--- src/rtl/mem_access_ctrl.sv ---
// MEM-stage load/store controller: builds byte enables and replicated store data for the BRAM,
// stalls the pipeline across the BRAM read latency and extends load data for MEM/WB.
//
// state | meaning
// IDLE  | accept request; stores complete here, loads launch the read
// WAIT  | read in flight, counting down remaining latency
// DONE  | BRAM data valid; extract, extend and present to MEM/WB
module mem_access_ctrl #(
    parameter int ADDR_W   = 10,
    parameter int READ_LAT = 1
) (
    input  logic              clk,
    input  logic              reset,
    input  logic              mem_read,
    input  logic              mem_write,
    input  logic [1:0]        mem_size,
    input  logic              mem_unsigned,
    input  logic [31:0]       addr,
    input  logic [31:0]       wdata,
    output logic [ADDR_W-1:0] ram_addr,
    output logic [3:0]        ram_we,
    output logic [31:0]       ram_din,
    input  logic [31:0]       ram_dout,
    output logic              stall_out,
    output logic [31:0]       rdata_out,
    output logic              rdata_valid,
    output logic              misaligned
);

    typedef enum logic [1:0] {S_IDLE, S_WAIT, S_DONE} state_t;

    localparam logic [1:0] CNT_INIT = 2'(READ_LAT - 1);

    state_t              r_state, w_state_nxt;
    logic [1:0]          r_cnt, w_cnt_nxt;
    logic [1:0]          r_lane, w_lane_nxt;
    logic [1:0]          r_size, w_size_nxt;
    logic                r_uns, w_uns_nxt;
    logic [ADDR_W-1:0]   r_waddr, w_waddr_nxt;
    logic [31:0]         r_hold, w_hold_nxt;

    logic                w_misal;
    logic [7:0]          w_byte;
    logic [15:0]         w_half;
    logic [31:0]         w_ext;
    logic                w_unused_addr;

    assign w_unused_addr = ^addr[31:ADDR_W+2];

    assign w_misal = (mem_read || mem_write) &&
                     (((mem_size == 2'b01) && addr[0]) ||
                      (mem_size[1] && (addr[1:0] != 2'b00)));

    // Extraction always uses the lane/size latched when the load was launched.
    assign w_byte = ram_dout[{r_lane, 3'b000} +: 8];
    assign w_half = ram_dout[{r_lane[1], 4'b0000} +: 16];

    always_comb begin
        w_ext = ram_dout;
        case (r_size)
            2'b00:   w_ext = {{24{~r_uns & w_byte[7]}}, w_byte};
            2'b01:   w_ext = {{16{~r_uns & w_half[15]}}, w_half};
            default: w_ext = ram_dout;
        endcase
    end

    always_comb begin
        w_state_nxt = r_state;
        w_cnt_nxt   = r_cnt;
        w_lane_nxt  = r_lane;
        w_size_nxt  = r_size;
        w_uns_nxt   = r_uns;
        w_waddr_nxt = r_waddr;
        w_hold_nxt  = r_hold;
        ram_addr    = addr[ADDR_W+1:2];
        ram_we      = 4'b0000;
        ram_din     = wdata;
        stall_out   = 1'b0;
        rdata_out   = r_hold;
        rdata_valid = 1'b0;
        misaligned  = 1'b0;

        case (r_state)
            S_IDLE: begin
                misaligned = w_misal;
                if (!w_misal) begin
                    if (mem_read) begin
                        stall_out   = 1'b1;
                        w_lane_nxt  = addr[1:0];
                        w_size_nxt  = mem_size;
                        w_uns_nxt   = mem_unsigned;
                        w_waddr_nxt = addr[ADDR_W+1:2];
                        w_cnt_nxt   = CNT_INIT;
                        w_state_nxt = (READ_LAT > 1) ? S_WAIT : S_DONE;
                    end else if (mem_write) begin
                        case (mem_size)
                            2'b00: begin
                                ram_we  = 4'b0001 << addr[1:0];
                                ram_din = {4{wdata[7:0]}};
                            end
                            2'b01: begin
                                ram_we  = addr[1] ? 4'b1100 : 4'b0011;
                                ram_din = {2{wdata[15:0]}};
                            end
                            default: begin
                                ram_we  = 4'b1111;
                                ram_din = wdata;
                            end
                        endcase
                    end
                end
            end
            S_WAIT: begin
                ram_addr  = r_waddr;
                stall_out = 1'b1;
                w_cnt_nxt = r_cnt - 2'd1;
                if (r_cnt <= 2'd1) begin
                    w_state_nxt = S_DONE;
                end
            end
            S_DONE: begin
                ram_addr    = r_waddr;
                rdata_valid = 1'b1;
                rdata_out   = w_ext;
                w_hold_nxt  = w_ext;
                w_state_nxt = S_IDLE;
            end
            default: begin
                w_state_nxt = S_IDLE;
            end
        endcase

        // Reset is synchronous, so mask outputs during the reset cycle itself.
        if (reset) begin
            ram_we      = 4'b0000;
            stall_out   = 1'b0;
            misaligned  = 1'b0;
            rdata_valid = 1'b0;
            rdata_out   = 32'h0;
        end
    end

    always_ff @(posedge clk) begin
        if (reset) begin
            r_state <= S_IDLE;
            r_cnt   <= 2'd0;
            r_lane  <= 2'd0;
            r_size  <= 2'd0;
            r_uns   <= 1'b0;
            r_waddr <= '0;
            r_hold  <= 32'h0;
        end else begin
            r_state <= w_state_nxt;
            r_cnt   <= w_cnt_nxt;
            r_lane  <= w_lane_nxt;
            r_size  <= w_size_nxt;
            r_uns   <= w_uns_nxt;
            r_waddr <= w_waddr_nxt;
            r_hold  <= w_hold_nxt;
        end
    end

endmodule
--- config.mk ---
export PLATFORM = sky130hd
export DESIGN_NAME = mem_access_ctrl
export DESIGN_NICKNAME = d
export VERILOG_FILES = /design/src/rtl/mem_access_ctrl.sv
export SDC_FILE = /design/constraint.sdc
export NUM_CORES = 1
export LEC_CHECK = 0
export ABC_CLOCK_PERIOD_IN_PS = 3080
export CAP_MARGIN = 10
export CORE_MARGIN = 5
export CORE_UTILIZATION = 30
export DETAILED_ROUTE_END_ITERATION = 10
export GPL_TIMING_DRIVEN = 0
export PLACE_DENSITY = 0.71
export RECOVER_POWER = 25
export SLEW_MARGIN = 25
export SYNTH_ARGS = -nofsm -noshare
export SYNTH_HDL_FRONTEND = slang
export SYNTH_SLANG_ARGS = --single-unit
--- constraint.sdc ---
create_clock -name clk -period 3.08 [get_ports clk]
set_input_delay 0.924 -clock clk [delete_from_list [all_inputs] [get_ports clk]]
set_output_delay 0.924 -clock clk [all_outputs]
set_load 0.005 [all_outputs]
==> qor.csv <==
stage,metric,value,unit
timing,rsz0062_at_grt,true,
clock_network,path_clk_slew,80,ps
outcome,violations,negative setup slack,
drt,initialDrtViolationCount,123,
global_route,grt_pass1_wl,18700,µm
yosys,synth_seq_cells,48,
setup_path,rr_startpoint,r_lane[1],
placement,placedCellCount,605,
timing,slew_viol_final,0,
clock_network,cts.sinks,48,
clock_network,h-tree-depth,2,
drt,drcViolationCount,0,
drt,ant_nets,0,
clock_network,cts_buffer_depth,2,
yosys,synthMuxAreaShare,24.4,%
timing,period_minus_slack,3260,ps
yosys,synth.largest_area_cell,dfxtp_1,
placement,dp_hpwl,8770,µm
finish,syn2layout_area_growth,87.4,%
yosys,yosysUniqueCellTypes,41,
pwr,p_leak,0.00254,µW
yosys,yosys_warnings,0,
worst_hold_path,min_delay_worst_endpoint,r_hold[15],
setup_path,critPathCaptureType,output pin,
setup_path,ff2ff_setup_slack,190,ps
setup_path,crit_required,2160,ps
yosys,syn_nets,418,
timing,finalHoldViolCount,0,
floorplanning,core_area,9280,µm²
worst_hold_path,min_from,r_hold[15],
floorplanning,die_x,108,µm
timing,skew,11.4,ps
floorplanning,pin_count,184,
pwr,powerDensity,305,nW/µm²
setup_path,crit_arrival,2340,ps
timing,tightest_slew,1100,ps
drt,routed_wl,12000,µm
placement,port_buffers,161,
timing,fin_crit_sh,106,%
clock_network,cts_tree,built,
clock_network,cts_buffers,5,
floorplanning,die_h,108,µm
pwr,irDropWorstVdd,0.165,mV
drt,via_count,3348,
yosys,synthTopCellsByArea,"dfxtp_1 (33%), mux2_2 (11%), mux2i_1 (10%)",
yosys,synth.top_cell.area_share,33.4,%
drt,viasPerCell,4.96,
timing,worst_slack,-184,ps
clock_network,cts-root-buf,clkbuf_8,
global_route,grt_max_degree,17,
yosys,synth_compound_area_share,21.7,%
worst_hold_path,worstHoldPathCells,2,
global_route,track_usage,20.1,%
global_route,antenna_found_initial,2,
finish,n_fill_cell,834,
yosys,synth-xor-area-share,0.915,%
global_route,grt_pass1_vias,3554,
placement,place_ws,-929,ps
drt,wl_per_cell,17.8,µm
timing,max-slew-margin-rel,26.8,%
drt,drt-pass1-iter-count,4,
clock_network,clkLatencyLatePin,310,ps
setup_path,r2r_end,r_hold[22],
placement,routabilityCongestion,0.861,
timing,setup_violations,23,
finish,drive_gt1_share,43.0,%
global_route,gr-total-overflow,0,
outcome,status,"finished, violations left",
floorplanning,start_util,30.9,%
job,drv_cap,0,
finish,fin_nets,646,
finish,regArea,961,µm²
yosys,synth.avg_cell_area,9.12,µm²
yosys,synth_top_family_by_area,multiplexers,
finish,finalInstanceArea,5380,µm²
worst_hold_path,hold_class,reg -> reg,
setup_path,path_max_fanout,7,
setup_path,reg2reg_depth,18,
finish,multi_input_comb_area,1970,µm²
yosys,ys_seq_area_share,33.4,%
timing,max_freq,0.306,GHz
floorplanning,rows,35,
yosys,synthSimpleGateAreaFrac,12.5,%
yosys,synth_cells,315,
setup_path,critPathKind,in -> out,
finish,fin_cells,675,
timing,fin_setup_tns,-2600,ps
placement,placed_cell_area,4650,µm²
yosys,synthAdderAreaFrac,0,%
yosys,synth_area,2870,µm²
floorplanning,die-area,11600,µm²
setup_path,cp-start-kind,input pin,
[cell type report]
type	count	share of cell area [%]
clock buffers	5	1.28
well taps	129	3.00
inverters	3	0.256
flip-flops and latches	48	17.9
clock inverters	3	0.395
plain buffers	34	4.63
diodes	2	0.0930
multi-input cells	229	36.6
repair buffers	222	35.9
[synthesized netlist by cell type]
cell and instances:
xnor2_1 1, a32oi_1 1, o211ai_1 1, and2_1 1
buf_2 8, o21ai_2 10, nor3_1 5, o21ai_1 15
nor3b_1 1, o31ai_1 7, mux2_2 29, buf_4 9
nand3b_1 1, mux2_4 2, inv_2 1, a211oi_1 1
buf_6 2, nor2_1 29, o21ai_0 2, xor2_1 2
clkinv_1 1, nor2b_1 3, a22o_1 7, mux2_1 4
a32o_1 7, dfxtp_1 48, inv_1 1, a221oi_1 1
nand2b_1 8, a22oi_1 16, a2bb2oi_1 1, a221oi_4 1
a2111o_1 1, a211o_1 1, mux2i_1 30, buf_1 2
a21oi_1 2, o22ai_1 8, nor3b_2 2, clkbuf_1 14
nand2_1 29
[metal layers]
metal / global-route usage, % / up-vias / wire length (µm)
met1: 22.0 / 1586 / 4660
met2: 37.3 / 148 / 6110
met4: 4.69 / 0 / 189
met5: 0 / - / 0
met3: 6.72 / 16 / 1070
li1: - / 1598 / -
[state kept, by name (all words and copies together), names as in the netlist]
| register | flops |
|---|---|
| r_lane | 2 |
| r_waddr | 10 |
| r_hold | 32 |
| r_state | 1 |
| r_size | 2 |
| r_uns | 1 |
[layout by cell type, fill, tap and decap left out, drive strengths merged, types with 2 or more instances in the layout]
master,n
nand2,29
clkdlybuf4s50,62
nor2,29
diode,2
inv,4
dlygate4sd2,23
dlymetal6s2s,9
clkdlybuf4s15,16
a21oi,2
a32o,7
o22ai,8
nor3,5
a221oi,2
mux2i,30
nand2b,8
buf,122
o21ai,27
nor3b,3
a22o,7
a22oi,16
xor2,2
dfxtp,48
clkbuf,29
o31ai,7
nor2b,3
mux2,35
[kinds of logic after synthesis]
kind of cell,count (synthesis)
simple gates,79
xor+xnor,3
compound gates,82
mux,65
buf+inv,38
flops,48
[worst max-delay path, stage by stage]
cell	delay, ps
buf_6	70
mux2_4	190
nand2_4	50
a2111o_2	590
buf_6	180
buf_6	120
o21ai_2	60
buf_2	150
[how the worst max path moves through the flow]
stage	from	endpoint	depth (start not counted)
finish	ram_dout[7]	rdata_out[24]	8
global route	reset	rdata_out[24]	9
floorplan	reset	rdata_out[21]	7
global placement	ram_dout[15]	rdata_out[30]	7
CTS	ram_dout[7]	rdata_out[26]	8
detailed placement	mem_size[1]	ram_din[31]	7
[what timing repair did]
action / in CTS / in global routing
resized for setup: 337 / 53
pin swaps: 29 / 23
setup buffers: 51 / 9
cloned: 2 / 0
endpoints found under the hold margin: 0 / 0
hold buffers: 0 / 0
endpoints found under the setup margin: 67 / 66
[per-stage QoR]
step / utilization (%) / hold WS [ps] / total power, µW
final: 58.0 / 465 / 1640
after floorplan: - / 451 / 903
after global routing: 58.0 / 507 / 1730
after CTS: 56.5 / 467 / 1630
after global placement: 50.0 / 452 / 1190
after detailed placement: 50.0 / 450 / 1200
[power breakdown]
group | leakage [µW] | total [µW] | switching, µW | internal [µW]
clock network | 0.0000446 | 385 | 224 | 161
logic | 0.00211 | 589 | 253 | 336
registers | 0.000391 | 668 | 14.5 | 653
(Power assumes the default switching activity.)
